`src/rtl/seq_det_scheduler.sv`:
```
// Byte-stream front end for the serial sequence detector: serializes bytes MSB-first,
// matches a programmable pattern on the bit history, counts matches and raises a threshold irq.
module seq_det_scheduler #(
    parameter int MAX_LEN = 8,
    parameter int CNT_W   = 8
) (
    input  logic               clk,
    input  logic               rst,
    input  logic               cfg_we,
    input  logic [MAX_LEN-1:0] cfg_pattern,
    input  logic [3:0]         cfg_len,
    input  logic               cfg_overlap,
    input  logic [CNT_W-1:0]   cfg_thresh,
    input  logic               start,
    input  logic               stop,
    input  logic               irq_clr,
    input  logic [7:0]         s_data,
    input  logic               s_valid,
    output logic               s_ready,
    output logic               bit_out,
    output logic               bit_vld,
    output logic               match,
    output logic [CNT_W-1:0]   match_cnt,
    output logic               thresh_irq,
    output logic               busy
);

    localparam int HC_W = $clog2(MAX_LEN + 1);

    typedef enum logic [1:0] {
        IDLE  = 2'd0,
        RUN   = 2'd1,
        SHIFT = 2'd2
    } state_t;

    state_t               r_state;
    state_t               w_state_nxt;

    logic [MAX_LEN-1:0]   r_pat;
    logic [3:0]           r_len;
    logic                 r_ovl;
    logic [CNT_W-1:0]     r_thr;

    logic [7:0]           r_byte;
    logic [2:0]           r_idx;
    logic                 r_stop_pend;
    logic [MAX_LEN-1:0]   r_hist;
    logic [HC_W-1:0]      r_hist_cnt;
    logic                 r_match_p1;
    logic [CNT_W-1:0]     r_cnt;
    logic                 r_irq;

    logic                 w_shift;
    logic                 w_accept;
    logic                 w_bit;
    logic [MAX_LEN-1:0]   w_hist_nxt;
    logic [HC_W-1:0]      w_hc_inc;
    logic [HC_W-1:0]      w_leff;
    logic [MAX_LEN-1:0]   w_mask;
    logic                 w_hit;
    logic [CNT_W-1:0]     w_cnt_inc;
    logic                 w_irq_set;

    function automatic logic [CNT_W-1:0] sat_cnt(input logic [CNT_W-1:0] v);
        return (&v) ? v : v + CNT_W'(1);
    endfunction

    function automatic logic [HC_W-1:0] sat_hist(input logic [HC_W-1:0] v);
        return (v == HC_W'(MAX_LEN)) ? v : v + HC_W'(1);
    endfunction

    function automatic logic [HC_W-1:0] eff_len(input logic [3:0] len);
        return (int'(len) > MAX_LEN) ? HC_W'(MAX_LEN) : HC_W'(len);
    endfunction

    function automatic logic [MAX_LEN-1:0] len_mask(input logic [HC_W-1:0] leff);
        logic [MAX_LEN-1:0] m;
        m = '0;
        for (int i = 0; i < MAX_LEN; i++) begin
            if (i < int'(leff)) m[i] = 1'b1;
        end
        return m;
    endfunction

    assign w_shift    = (r_state == SHIFT);
    assign w_accept   = (r_state == RUN) && s_valid && !stop;
    assign w_bit      = r_byte[r_idx];
    assign w_hist_nxt = {r_hist[MAX_LEN-2:0], w_bit};
    assign w_hc_inc   = sat_hist(r_hist_cnt);
    assign w_leff     = eff_len(r_len);
    assign w_mask     = len_mask(w_leff);

    // Match is judged on the history as it will look after this bit is shifted in.
    assign w_hit      = w_shift && (w_leff != '0) && (w_hc_inc >= w_leff) &&
                        ((w_hist_nxt & w_mask) == (r_pat & w_mask));
    assign w_cnt_inc  = sat_cnt(r_cnt);
    assign w_irq_set  = w_hit && (r_thr != '0) && (w_cnt_inc == r_thr);

    always_comb begin
        w_state_nxt = r_state;
        s_ready     = 1'b0;
        bit_vld     = 1'b0;
        bit_out     = 1'b0;
        busy        = 1'b1;
        unique case (r_state)
            IDLE: begin
                busy = 1'b0;
                if (start) w_state_nxt = RUN;
            end
            RUN: begin
                // Ready is withheld while stop is high so a stopping cycle never completes a handshake.
                s_ready = !stop;
                if (stop)         w_state_nxt = IDLE;
                else if (s_valid) w_state_nxt = SHIFT;
            end
            SHIFT: begin
                bit_vld = 1'b1;
                bit_out = w_bit;
                if (r_idx == 3'd0) w_state_nxt = (r_stop_pend || stop) ? IDLE : RUN;
            end
            default: begin
                w_state_nxt = IDLE;
            end
        endcase
    end

    always_ff @(posedge clk) begin
        if (rst) begin
            r_state     <= IDLE;
            r_pat       <= MAX_LEN'(5'b11001);
            r_len       <= 4'd5;
            r_ovl       <= 1'b1;
            r_thr       <= '0;
            r_byte      <= '0;
            r_idx       <= '0;
            r_stop_pend <= 1'b0;
            r_hist      <= '0;
            r_hist_cnt  <= '0;
            r_match_p1  <= 1'b0;
            r_cnt       <= '0;
            r_irq       <= 1'b0;
        end else begin
            r_state    <= w_state_nxt;
            r_match_p1 <= w_hit;

            if ((r_state == IDLE) && cfg_we) begin
                r_pat <= cfg_pattern;
                r_len <= cfg_len;
                r_ovl <= cfg_overlap;
                r_thr <= cfg_thresh;
            end

            if ((r_state == IDLE) && start) begin
                r_hist      <= '0;
                r_hist_cnt  <= '0;
                r_stop_pend <= 1'b0;
            end

            if (w_accept) begin
                r_byte <= s_data;
                r_idx  <= 3'd7;
            end

            // Shift stage: history advances; non-overlap mode forgets bits already used by a match.
            if (w_shift) begin
                r_hist     <= w_hist_nxt;
                r_hist_cnt <= (w_hit && !r_ovl) ? '0 : w_hc_inc;
                r_idx      <= r_idx - 3'd1;
                if (r_idx == 3'd0) r_stop_pend <= 1'b0;
                else if (stop)     r_stop_pend <= 1'b1;
            end

            if ((r_state == IDLE) && start) r_cnt <= '0;
            else if (w_hit)                 r_cnt <= w_cnt_inc;

            if ((r_state == IDLE) && start) r_irq <= 1'b0;
            else if (w_irq_set)             r_irq <= 1'b1;
            else if (irq_clr)               r_irq <= 1'b0;
        end
    end

    assign match      = r_match_p1;
    assign match_cnt  = r_cnt;
    assign thresh_irq = r_irq;

endmodule

```
`config.mk`:
```
export PLATFORM = sky130hd
export DESIGN_NAME = seq_det_scheduler
export DESIGN_NICKNAME = d
export VERILOG_FILES = /design/src/rtl/seq_det_scheduler.sv
export SDC_FILE = /design/constraint.sdc
export NUM_CORES = 1
export LEC_CHECK = 0
export ABC_AREA = 0
export BUFFER_PORTS_ARGS = -buffer_cell sky130_fd_sc_hd__buf_2
export CORE_MARGIN = 3
export CORE_UTILIZATION = 29
export DETAILED_ROUTE_END_ITERATION = 6
export PLACE_DENSITY = 0.49
export SLEW_MARGIN = 10
export SYNTH_ARGS = -nofsm -noshare
export SYNTH_HDL_FRONTEND = slang
export SYNTH_SLANG_ARGS = --single-unit
```
`constraint.sdc`:
```
create_clock -name clk -period 5.6 [get_ports clk]
set_input_delay 1.68 -clock clk [delete_from_list [all_inputs] [get_ports clk]]
set_output_delay 1.68 -clock clk [all_outputs]
set_load 0.03 [all_outputs]
```
==> flow_metrics.env <==
export IMPL_final_cell_mix="nand2_1 (79), dfxtp_1 (56), buf_2 (49)"
export IMPL_hp_class="reg2reg"
export IMPL_peakVddDrop_v=0.0001166
export IMPL_wire_per_inst_um=13.17
export IMPL_setup_viol=0
export IMPL_synth_area_leader_cell="dfxtp_1"
export IMPL_syn_area_um2=2833
export IMPL_dieArea_um2=10990
export IMPL_critPathArrivalTime_ps=2410
export IMPL_grt_use_total_pct=12.63
export IMPL_seq_area_um2=1121
export IMPL_drv_slew=0
export IMPL_dpl_hpwl_um=4959
export IMPL_max_stage_delay_ps=340
export IMPL_status="completed"
export IMPL_yosys_warnings=0
export IMPL_ys_async_sr_fraction_pct=0
export IMPL_grt_pass1_wl_um=11590
export IMPL_r2r_end="match_cnt[1]"
export IMPL_grt_setup_unrepaired="false"
export IMPL_ff2ff_path_depth=13
export IMPL_vias=2493
export IMPL_cp_start_kind="primary input"
export IMPL_multi_input_comb_area_um2=1610
export IMPL_n_fill_cell=1031
export IMPL_cts_buffers=5
export IMPL_cts_htree_levels=2
export IMPL_critical_path_slowest_cell="nor3b_1"
export IMPL_hold_end="r_byte[7]"
export IMPL_syn_avg_cell_area_um2=8.187
export IMPL_min_from="r_byte[7]"
export IMPL_postSynthCellCount=346
export IMPL_clk_pin_slew_ps=100
export IMPL_p_leak_nw=1.275
export IMPL_finClkSkew_ps=6.017
export IMPL_end_kind="output pin"
export IMPL_grt_antenna_before_repair=0
export IMPL_cp_num_buf_inv=2
export IMPL_fp_coreArea_um2=9371
export IMPL_viasPerCell=4.822
export IMPL_drt_pass1_iter_count=4
export IMPL_worst_pin_slew_ps=839.8
export IMPL_wl_um=6807
export IMPL_crit_family="buffers and inverters"
export IMPL_place_gp_congestion=0.7728
export IMPL_clock_fmax_ghz=0.2447
export IMPL_finalHoldViolCount=0
export IMPL_synth_top_flop_cell="dfxtp_1"
export IMPL_cts_sinks=56
export IMPL_area_growth_pct=15.81
export IMPL_final_common_cell="nand2_1"
export IMPL_clkLatencyLatePin_ps=310
export IMPL_relSlewSlack_pct=44.01
export IMPL_synth_edff_count=0
export IMPL_port_buffers=49
export IMPL_final_setup_tns_ps=0
export IMPL_nets=431
export IMPL_antenna_left=0
export IMPL_ys_types=51
export IMPL_setup_slack_ps=1513
export IMPL_rows=35
export IMPL_cts_tree="built"
export IMPL_cp_required_ps=3920
export IMPL_critical_path_class="in2out"
export IMPL_r2r_start="r_hist_cnt[0]"
export IMPL_crit_chain="buf_2 > nor3b_1 > buf_2"
export IMPL_crit_path_frequent_cell="buf_2"
export IMPL_drc=0
export IMPL_post_cts_setup_buffers=0
export IMPL_preCtsSetupSlack_ps=1510
export IMPL_ctsResizeCount=0
export IMPL_cts_max_path_buffers=2
export IMPL_worst_r2r_setup_slack_ps=2870
export IMPL_yosys_top_cells_area="dfxtp_1 (40%), nand2_1 (10%), a21oi_1 (6.5%), ha_1 (3.5%), nor2_1 (3.3%)"
export IMPL_boundaryPins=50
export IMPL_drive_gt1_share_pct=17.27
export IMPL_power_density_nw_per_um2=230.6
export IMPL_post_synth_top_area_fraction_pct=39.58
export IMPL_fp_dieH_um=104.8
export IMPL_cts_hold_buf=0
export IMPL_die_w_um=104.8
export IMPL_whs_path_depth=2
export IMPL_synthesis_nets=390
export IMPL_min_period_ps=4087
export IMPL_grt_pass1_vias=2392
export IMPL_cap_violations=0
export IMPL_root_buffer="clkbuf_8"
export IMPL_seq_area_frac_synth_pct=39.58
export IMPL_ys_seq_elements=56
export IMPL_grt_overflow=0
export IMPL_drtIter0Drc=129
export IMPL_fin_crit_sh_pct=72.98
export IMPL_start_util_pct=30.23
export IMPL_insertedDiodeCount=0
export IMPL_critPathMaxFanout=4
export IMPL_grt_max_degree=48
==> report_power, final <==
| part | total [mW] | switching, mW | internal [mW] |
|---|---|---|---|
| clock | 0.238 | 0.137 | 0.101 |
| sequential | 0.426 | 0.0135 | 0.412 |
| combinational | 0.0936 | 0.0544 | 0.0391 |
==> worst register-to-register path, delay by kind of cell, from the launching register on <==
kind / cells / cell delay (ps)
compound gates: 5 / 850
fa+ha+maj: 2 / 370
simple gates: 3 / 480
flops: 1 / 470
buf+inv: 2 / 320
mux: 1 / 200
==> area by class of cell <==
type / count / area share, %
multi-input combinational: 264 / 49.08
clock buffer: 6 / 2.517
timing repair buffer: 50 / 7.704
sequential: 56 / 34.17
inverter: 10 / 1.144
tap: 129 / 4.920
clock inverter: 2 / 0.4577
==> state kept, by name, indices dropped and copies added (netlist names) <==
name	count
match_cnt	8
r_byte	8
r_pat	8
r_thr	8
r_hist	7
r_hist_cnt	4
r_len	4
r_idx	3
r_state	2
match	1
r_ovl	1
r_stop_pend	1
thresh_irq	1
==> worst max path at each step <==
stage                     start  endpoint  depth (start not counted)
after floorplan            stop   s_ready                          1
after global placement     stop   s_ready                          3
after detailed placement   stop   s_ready                          3
after CTS                  stop   s_ready                          3
after global routing       stop   s_ready                          3
final                      stop   s_ready                          3
==> per-layer routing <==
layer / vias to the layer above / global-route usage [%] / part of all wire (%)
met5: - / 0 / 0
met4: 0 / 2.812 / 0.90
met3: 4 / 2.224 / 4.1
met2: 51 / 19.75 / 45
met1: 1141 / 18.12 / 50
li1: 1297 / - / -
==> cell families after synthesis <==
logic type / Yosys count / share of synthesized area, %
multiplexers: 7 / 4.108
flip-flops: 56 / 39.58
AND/OR/NAND/NOR: 146 / 23.94
adder cells (fa/ha/maj): 8 / 3.534
AO/OA/AOI/OAI: 86 / 19.74
XOR/XNOR: 17 / 5.521
buffers and inverters: 26 / 3.578
==> Yosys cell counts (5+ instances only) <==
library cell,count
nand2_1,79
dfxtp_1,56
a21oi_1,37
nor2_1,25
clkbuf_1,15
xnor2_1,10
a31oi_1,9
ha_1,8
inv_1,7
nand3b_1,7
a22oi_1,6
xor2_1,6
and3_1,5
nor3_1,5
==> metrics by stage <==
step / std cells / utilization [%] / power (mW) / hold slack (ps) / area [um^2]
3_5_place_dp: 509 / 33.97 / 0.5295 / 443.3 / 3183
2_1_floorplan: 346 / - / 0.4978 / 431.5 / 2833
4_1_cts: 517 / 35.01 / 0.7705 / 458.9 / 3281
6_report: 517 / 35.01 / 0.7566 / 457.2 / 3281
3_3_place_gp: 509 / 33.97 / 0.5288 / 442.3 / 3183
5_1_grt: 517 / 35.01 / 0.7989 / 475.6 / 3281
(Power assumes the default switching activity.)
